`config.mk`:
```
export PLATFORM = sky130hd
export DESIGN_NAME = demux4_stream_flat
export DESIGN_NICKNAME = d
export VERILOG_FILES = /design/src/rtl/demux4_pkg.sv /design/src/rtl/demux4_stream_if.sv /design/src/rtl/demux4_stream_slot.sv /design/src/rtl/demux4_stream.sv /design/src/flat_wrapper.sv
export SDC_FILE = /design/constraint.sdc
export NUM_CORES = 1
export LEC_CHECK = 0
export ABC_CLOCK_PERIOD_IN_PS = 1800
export BUFFER_PORTS_ARGS = -buffer_cell sky130_fd_sc_hd__buf_2
export CELL_PAD_IN_SITES_DETAIL_PLACEMENT = 0
export CELL_PAD_IN_SITES_GLOBAL_PLACEMENT = 1
export CORE_MARGIN = 5
export CORE_UTILIZATION = 38
export CTS_CLUSTER_DIAMETER = 200
export CTS_CLUSTER_SIZE = 14
export DETAILED_ROUTE_END_ITERATION = 16
export PLACE_DENSITY_LB_ADDON = 0.1
export SETUP_SLACK_MARGIN = 0.4
export SYNTH_ARGS = -nofsm -noshare
export SYNTH_HDL_FRONTEND = slang
export SYNTH_SLANG_ARGS = --single-unit
```
`constraint.sdc`:
```
create_clock -name clk -period 1.8 [get_ports clk]
set_clock_uncertainty 0.05 [all_clocks]
set_input_delay 0.09 -clock clk [delete_from_list [all_inputs] [get_ports clk]]
set_output_delay 0.09 -clock clk [all_outputs]
set_load 0.01 [all_outputs]
```
`src/rtl/demux4_pkg.sv`:
```
// Shared constants for the 1-to-4 stream demultiplexer.
// Latency: n/a (package only).
// Backpressure: n/a (package only).
package demux4_pkg;

    localparam int NUM_CH = 4;
    localparam int SEL_W  = 2;

    // Channel indices; also the bit positions in out_valid / out_ready.
    localparam int CH_A = 0;
    localparam int CH_B = 1;
    localparam int CH_C = 2;
    localparam int CH_D = 3;

endpackage

```
`src/rtl/demux4_stream_if.sv`:
```
// Stream bundle for demux4_stream: one input stream, four output channels, counter taps.
// Latency: n/a (signal bundle only).
// Backpressure: in_ready / out_ready carried per stream; slave = demux side, master = surroundings.
interface demux4_stream_if
    import demux4_pkg::*;
#(
    parameter int DATA_W = 4,
    parameter int CNT_W  = 8
);

    logic [DATA_W-1:0] in_data;
    logic [SEL_W-1:0]  in_sel;
    logic              in_valid;
    logic              in_ready;

    logic [DATA_W-1:0] out_data_a;
    logic [DATA_W-1:0] out_data_b;
    logic [DATA_W-1:0] out_data_c;
    logic [DATA_W-1:0] out_data_d;
    logic [NUM_CH-1:0] out_valid;
    logic [NUM_CH-1:0] out_ready;

    logic [CNT_W-1:0]  cnt_a;
    logic [CNT_W-1:0]  cnt_b;
    logic [CNT_W-1:0]  cnt_c;
    logic [CNT_W-1:0]  cnt_d;

    modport master (
        output in_data, in_sel, in_valid, out_ready,
        input  in_ready, out_data_a, out_data_b, out_data_c, out_data_d,
        input  out_valid, cnt_a, cnt_b, cnt_c, cnt_d
    );

    modport slave (
        input  in_data, in_sel, in_valid, out_ready,
        output in_ready, out_data_a, out_data_b, out_data_c, out_data_d,
        output out_valid, cnt_a, cnt_b, cnt_c, cnt_d
    );

endinterface

```
`src/rtl/demux4_stream_slot.sv`:
```
// One-entry output holding register with a wrapping delivered-word counter.
// Latency: 1 cycle from load to valid.
// Backpressure: space = !valid || out_ready, so a load may coincide with delivery.
// Ports: clk, rst (sync, active-high); load/load_data in; out_ready in;
//        space, data, valid, cnt out.
module demux_slot #(
    parameter int DATA_W = 4,
    parameter int CNT_W  = 8
) (
    input  logic              clk,
    input  logic              rst,
    input  logic              load,
    input  logic [DATA_W-1:0] load_data,
    input  logic              out_ready,
    output logic              space,
    output logic [DATA_W-1:0] data,
    output logic              valid,
    output logic [CNT_W-1:0]  cnt
);

    logic deliver;

    assign deliver = valid && out_ready;
    assign space   = !valid || out_ready;

    always_ff @(posedge clk) begin
        if (rst) begin
            valid <= 1'b0;
            data  <= '0;
            cnt   <= '0;
        end else begin
            // A load wins over the valid-clear so drain+load in one cycle keeps valid high.
            if (load) begin
                valid <= 1'b1;
                data  <= load_data;
            end else if (deliver) begin
                valid <= 1'b0;
            end
            // Data is intentionally kept after delivery; only valid drops.
            if (deliver) begin
                cnt <= cnt + 1'b1;
            end
        end
    end

endmodule

```
`src/rtl/demux4_stream.sv`:
```
// Registered 1-to-4 stream demux: routes each accepted word to channel in_sel.
// Latency: 1 cycle from input accept to out_valid on the selected channel.
// Backpressure: in_ready reflects only the selected channel; a stalled channel never blocks others.
// Ports: clk, rst (sync, active-high); bus (demux4_stream_if.slave) carries in_*/out_*/cnt_*.
module demux4_stream
    import demux4_pkg::*;
#(
    parameter int DATA_W = 4,
    parameter int CNT_W  = 8
) (
    input  logic          clk,
    input  logic          rst,
    demux4_stream_if.slave bus
);

    logic [NUM_CH-1:0] space;
    logic [NUM_CH-1:0] load;
    logic [NUM_CH-1:0] valid;
    logic [DATA_W-1:0] data [NUM_CH];
    logic [CNT_W-1:0]  cnt  [NUM_CH];
    logic              in_ready;

    assign in_ready = !rst && space[bus.in_sel];

    // One-hot load enable; at most one channel loads per cycle.
    always_comb begin
        load = '0;
        if (bus.in_valid && in_ready && !rst) begin
            load[bus.in_sel] = 1'b1;
        end
    end

    for (genvar i = 0; i < NUM_CH; i++) begin : g_slot
        demux_slot #(
            .DATA_W (DATA_W),
            .CNT_W  (CNT_W)
        ) u_slot (
            .clk       (clk),
            .rst       (rst),
            .load      (load[i]),
            .load_data (bus.in_data),
            .out_ready (bus.out_ready[i]),
            .space     (space[i]),
            .data      (data[i]),
            .valid     (valid[i]),
            .cnt       (cnt[i])
        );
    end

    assign bus.in_ready   = in_ready;
    assign bus.out_valid  = valid;
    assign bus.out_data_a = data[CH_A];
    assign bus.out_data_b = data[CH_B];
    assign bus.out_data_c = data[CH_C];
    assign bus.out_data_d = data[CH_D];
    assign bus.cnt_a      = cnt[CH_A];
    assign bus.cnt_b      = cnt[CH_B];
    assign bus.cnt_c      = cnt[CH_C];
    assign bus.cnt_d      = cnt[CH_D];

endmodule

```
`src/flat_wrapper.sv`:
```
// flat-port wrapper written by rule: the top's interface ports become plain ports
module demux4_stream_flat import demux4_pkg::*;
#(
    parameter int DATA_W = 4,
    parameter int CNT_W  = 8
)
  (clk, rst, bus_in_data, bus_in_sel, bus_in_valid, bus_out_ready, bus_in_ready, bus_out_data_a, bus_out_data_b, bus_out_data_c, bus_out_data_d, bus_out_valid, bus_cnt_a, bus_cnt_b, bus_cnt_c, bus_cnt_d);
  demux4_stream_if #(.DATA_W(DATA_W), .CNT_W(CNT_W)) bus_i ();
  input  logic clk;
  input  logic rst;
  input wire logic [$bits(bus_i.in_data)-1:0] bus_in_data;
  input wire logic [$bits(bus_i.in_sel)-1:0] bus_in_sel;
  input wire logic [$bits(bus_i.in_valid)-1:0] bus_in_valid;
  input wire logic [$bits(bus_i.out_ready)-1:0] bus_out_ready;
  output wire logic [$bits(bus_i.in_ready)-1:0] bus_in_ready;
  output wire logic [$bits(bus_i.out_data_a)-1:0] bus_out_data_a;
  output wire logic [$bits(bus_i.out_data_b)-1:0] bus_out_data_b;
  output wire logic [$bits(bus_i.out_data_c)-1:0] bus_out_data_c;
  output wire logic [$bits(bus_i.out_data_d)-1:0] bus_out_data_d;
  output wire logic [$bits(bus_i.out_valid)-1:0] bus_out_valid;
  output wire logic [$bits(bus_i.cnt_a)-1:0] bus_cnt_a;
  output wire logic [$bits(bus_i.cnt_b)-1:0] bus_cnt_b;
  output wire logic [$bits(bus_i.cnt_c)-1:0] bus_cnt_c;
  output wire logic [$bits(bus_i.cnt_d)-1:0] bus_cnt_d;
  assign bus_i.in_data = bus_in_data;
  assign bus_i.in_sel = bus_in_sel;
  assign bus_i.in_valid = bus_in_valid;
  assign bus_i.out_ready = bus_out_ready;
  assign bus_in_ready = bus_i.in_ready;
  assign bus_out_data_a = bus_i.out_data_a;
  assign bus_out_data_b = bus_i.out_data_b;
  assign bus_out_data_c = bus_i.out_data_c;
  assign bus_out_data_d = bus_i.out_data_d;
  assign bus_out_valid = bus_i.out_valid;
  assign bus_cnt_a = bus_i.cnt_a;
  assign bus_cnt_b = bus_i.cnt_b;
  assign bus_cnt_c = bus_i.cnt_c;
  assign bus_cnt_d = bus_i.cnt_d;
  demux4_stream #(.DATA_W(DATA_W), .CNT_W(CNT_W)) u_core (.clk(clk), .rst(rst), .bus(bus_i));
endmodule
```
Word-level counts from Yosys, hierarchy flattened. Cells that the tools add are included.

Flip-flop bits (word level): 52. Output and inout bits: 53. Memory bits (writable): 0. Input port bits: 13. ROM bits: 0. Logic and storage cells: 52. Memories: 0. Latch bits: 0.

Add/sub/neg operators: 4. Equality and inequality tests: 0. Multipliers: 0. Shift-type cells: 0. Div/mod/pow operators: 0. Bitwise operators: 0. Reduce and logical (&&, ||, !) cells: 21. Mux-type cells: 13. Magnitude comparators: 2.

Operator list (count): $add 8x1->8 const B (4); $mux 1 (10); $logic_and 1x1->1 (8); $reduce_bool 2->1 (4); $logic_not 1->1 (5); $logic_or 1x1->1 (4); $mux 4 (1); $lt 2x3->1 const B (1); $bmux 1 s2 (1); $demux 1 s2 (1); $ge 2x1->1 const B (1).

Longest topological paths before layout.
Word-level depth: 9. Gate-level depth with buffers: 5. Mapped depth without buffers: 4.

Cells and area by module. Synthesis repeated with hierarchy kept, for this count alone.

Cells, all modules: 242. Area, all modules: 2189.6 um^2.

By module, submodules not included: demux_slot (cells an instance 58, times used 4, area an instance 526.8 um^2, sequential area each 260.2 um^2); demux4_stream (cells an instance 10, times used 1, area an instance 82.6 um^2, sequential area each 0.0 um^2).

Worst setup path after synthesis. OpenSTA, ideal clock, no wires.

Kind: register to register. Start: register u_core.g_slot[0].u_slot.cnt[0]. End: register u_core.g_slot[0].u_slot.cnt[4]. Buffers on the path: 0. Slack: 0.490 ns. Clock period less this slack: 1.310 ns. Cell stages (with the launch flop): 5. Data arrival time: 1.139 ns. Data required time: 1.629 ns. Library setup time: 0.121 ns. Cells stage by stage: dfxtp_1 > ha_1 > nand4_1 > nor2_1 > mux2_2.

Word-level cells in the longest chain between the ends: 1.

Ends and longest elaborated chain: from (decl) (line demux4_stream_slot.sv:18) `output logic [CNT_W-1:0] cnt`; from (signal assigned) (line demux4_stream_slot.sv:41) `cnt <= cnt + 1'b1;`; $add 8x1->8 (line demux4_stream_slot.sv:41).

Every way passes these cells. A chain may end at the register's enable or synchronous reset.

Final worst setup path.
Start: register u_core.g_slot[3].u_slot.valid. End: output bus_in_ready.

Word-level cells in the longest chain between the ends: 5.

Ends and longest elaborated chain: from (decl) (line demux4_stream_slot.sv:17) `output logic valid,`; from (signal assigned) (line demux4_stream_slot.sv:28) `valid <= 1'b0;`; from (signal assigned) (line demux4_stream_slot.sv:34) `valid <= 1'b1;`; from (signal assigned) (line demux4_stream_slot.sv:37) `valid <= 1'b0;`; $logic_not 1->1 (line demux4_stream_slot.sv:24) `assign space = !valid || out_ready;`; $logic_or 1x1->1 (line demux4_stream_slot.sv:24); $bmux 1 s2 (line demux4_stream.sv:23) `assign in_ready = !rst && space[bus.in_sel];`; $mux 1 (not written as such) (line demux4_stream.sv:23); $logic_and 1x1->1 (line demux4_stream.sv:23); to (decl) (line flat_wrapper.sv:15) `output wire logic [$bits(bus_i.in_ready)-1:0] bus_in_ready;`.

Every way passes these cells. The select of a mux whose other input is x is not followed.

==> out/qor.txt <==
Max-Cap Viols - 0
CP required - 1.66 ns
Boundary Pins - 66
WP buf/inv - 1
Arr. time, crit path - 1.47 ns
CTS sink cnt - 52
R2R Setup Slk - 0.41 ns
Die W - 88.7 um
status - finished, final reports clean
crit-path leading delay family - multiplexers
final wirelength - 5970 um
crit path cell chain - nor2b_4 -> mux4_2 -> nor2_2 -> buf_2
Overflow after GRT - 0
Inserted Clock Buffers - 5
crit end category - output port
DRT Pass-1 Iters - 4
DIE AREA - 7870 sq um
Hold Fails Final Rpt - 0
Worst-Skew Late Latency - 0.30 ns
post-synthesis sequential area ratio - 0.442
YS warnings - 0
leading cell type in the layout, fill and taps excluded - buf_2
slowest cell on the critical path - mux4_2
layout cells sized above 1 - 0.331
vias in the first global route - 2065
row cnt - 28
DRT iter0 DRCs - 86
clk root buf - clkbuf_8
VDD IR-drop max - 0.248 mV
Hold Startpoint - bus_in_data[1]
hold_buf cts - 0
slowest cell delay on critical path - 0.47 ns
Netlist Area Pre-Place - 2350 sq um
Fin Hold WS - 0.0329 ns
hpwl dp - 4240 um
FF-to-FF End - u_core.g_slot[2].u_slot.cnt[5]$_SDFFE_PP0P_
syn nets - 287
core area - 5960 sq um
period utilisation layout - 0.896
Max-slew headroom - 0.628
post-synthesis register bit count - 52
Final setup viols - 0
CTS max path bufs - 2
Highest Clock Rate - 0.620 GHz
final worst slack - 0.188 ns
worst slack, placed - 0.387 ns
R2R cell count - 4
GRT Util Overall - 0.158
DRC - 0
RSZ-0062 raised after global routing - true
via count - 2219
crit path launch type - flop
CTS tree - yes
post-DR vias/cell - 5.37
Final TNS setup - 0 ns
initial antenna violation count - 0
commonest cells after routing, fill and taps aside - buf_2, a21oi_1, dfxtp_1, nand4_1, o31ai_1
mean area per synthesized cell - 8.72 sq um
largest net degree at the start of global routing - 51
n_diodes - 0
Cell variety after synth - 28
Final Net Count - 355
routed len/inst - 14.5 um
Synth-to-Final Area Change - 26.0%
Crit. Startpoint - u_core.g_slot[3].u_slot.valid$_SDFFE_PP0P_
first-pass GRT wire length - 9820 um
GPL Wtd Cong - 0.779
clk slew on worst S/H paths - 0.09 ns
Cell Pwr Density - 681 nW/um^2
Pleak - 1.15 nW
H-tree depth - 2
cell count after synthesis - 270
kind of critical path - reg -> out
Endpoint, Worst Hold - u_core.g_slot[0].u_slot.data[1]$_SDFFE_PP0P_
Port Buffers - 65
Initial Util - 0.395
worst reg2reg path startpoint - u_core.g_slot[2].u_slot.valid$_SDFFE_PP0P_
crit path time final - 1.61 ns
Worst Hold Path Cells - 3
final core utilization - 0.498
Die H - 88.7 um
Final Max Slew Viols - 0
post-route ant nets - 0
crit-path max FO - 2
min-delay worst type - in -> reg
worst slew pin tran - 0.556 ns
[registers in the layout, indices dropped and copies added (netlist names)]
name                        flops
u_core.g_slot.u_slot.valid      4
u_core.g_slot.u_slot.cnt       32
u_core.g_slot.u_slot.data      16
[synth_stat cells (all sizes together)]
cell type  number  area, sq um
or3             8         50.1
o21ai           8         40.0
buf            11         62.6
nand2b          3         18.8
and3b           1         8.76
or4             8         60.1
clkinv          1         3.75
nand3b          1         7.51
xor2            8         70.1
clkbuf          4         15.0
ha              4         50.1
nor2b           8         50.1
nand3          16         95.1
inv             4         15.0
nand4          24          150
dfxtp          52         1040
o31ai          24          180
nor2           21         78.8
nor3b           1         12.5
nand2          16         60.1
or3b            1         8.76
or2b            1         7.51
mux2            4         45.0
mux4            1         22.5
a21oi          40          200
[worst min-delay path, stage by stage]
cell,delay (ns)
buf_2,0.13
nand4_1,0.07
a21oi_1,0.05
[worst max-delay path by stage]
stage | slack (ns) | cells after the start | endpoint
6_report | 0.19 | 4 | bus_in_ready
5_1_grt | 0.13 | 4 | bus_in_ready
4_1_cts | 0.14 | 4 | bus_in_ready
3_5_place_dp | 0.39 | 3 | u_core.g_slot[1].u_slot.cnt[7]$_SDFFE_PP0P_
3_3_place_gp | 0.41 | 4 | bus_in_ready
2_1_floorplan | 0.49 | 4 | u_core.g_slot[0].u_slot.cnt[4]$_SDFFE_PP0P_
[power by group]
| group | switching (W) | internal, W |
|---|---|---|
| combinational | 0.0000965 | 0.0000468 |
| sequential | 0.00000698 | 0.00116 |
| clock | 0.000370 | 0.000343 |
[area by class of cell]
cell class	instances	area, sq um
Fill cell	594	2990
Multi-Input combinational cell	198	1280
Sequential cell	52	1070
Timing Repair Buffer	76	408
Clock buffer	7	96.3
Tap cell	75	93.8
Inverter	5	18.8
[what timing repair did]
item	4_1_cts	5_1_grt
endpoints found under the setup margin	7	16
resized for setup	17	14
pin swaps	1	4
buffers inserted	4	0
[stage by stage]
stage                     power, W  cells  cell area (sq um)
final                      0.00202    413               2970
after detailed placement   0.00133    402               2750
after floorplan            0.00127    270               2350
after global routing       0.00212    413               2970
after CTS                  0.00205    413               2920
after global placement     0.00133    402               2750
[routing by layer]
layer,routed length [um],share of wire,global-route usage
met5,0,0,0
met4,61,0.010,0.0453
met3,406,0.068,0.0438
met2,2810,0.47,0.262
met1,2700,0.45,0.200
[cells by family (layout without fill, tap and decap cells)]
family	after synthesis	in the layout	share of synthesized area
mux	5	5	0.0287
xor+xnor	8	8	0.0298
fa+ha+maj	4	4	0.0213
buf+inv	20	88	0.0409
simple gates	109	109	0.258
flops	52	52	0.442
compound gates	72	72	0.179
(Power assumes the default switching activity.)
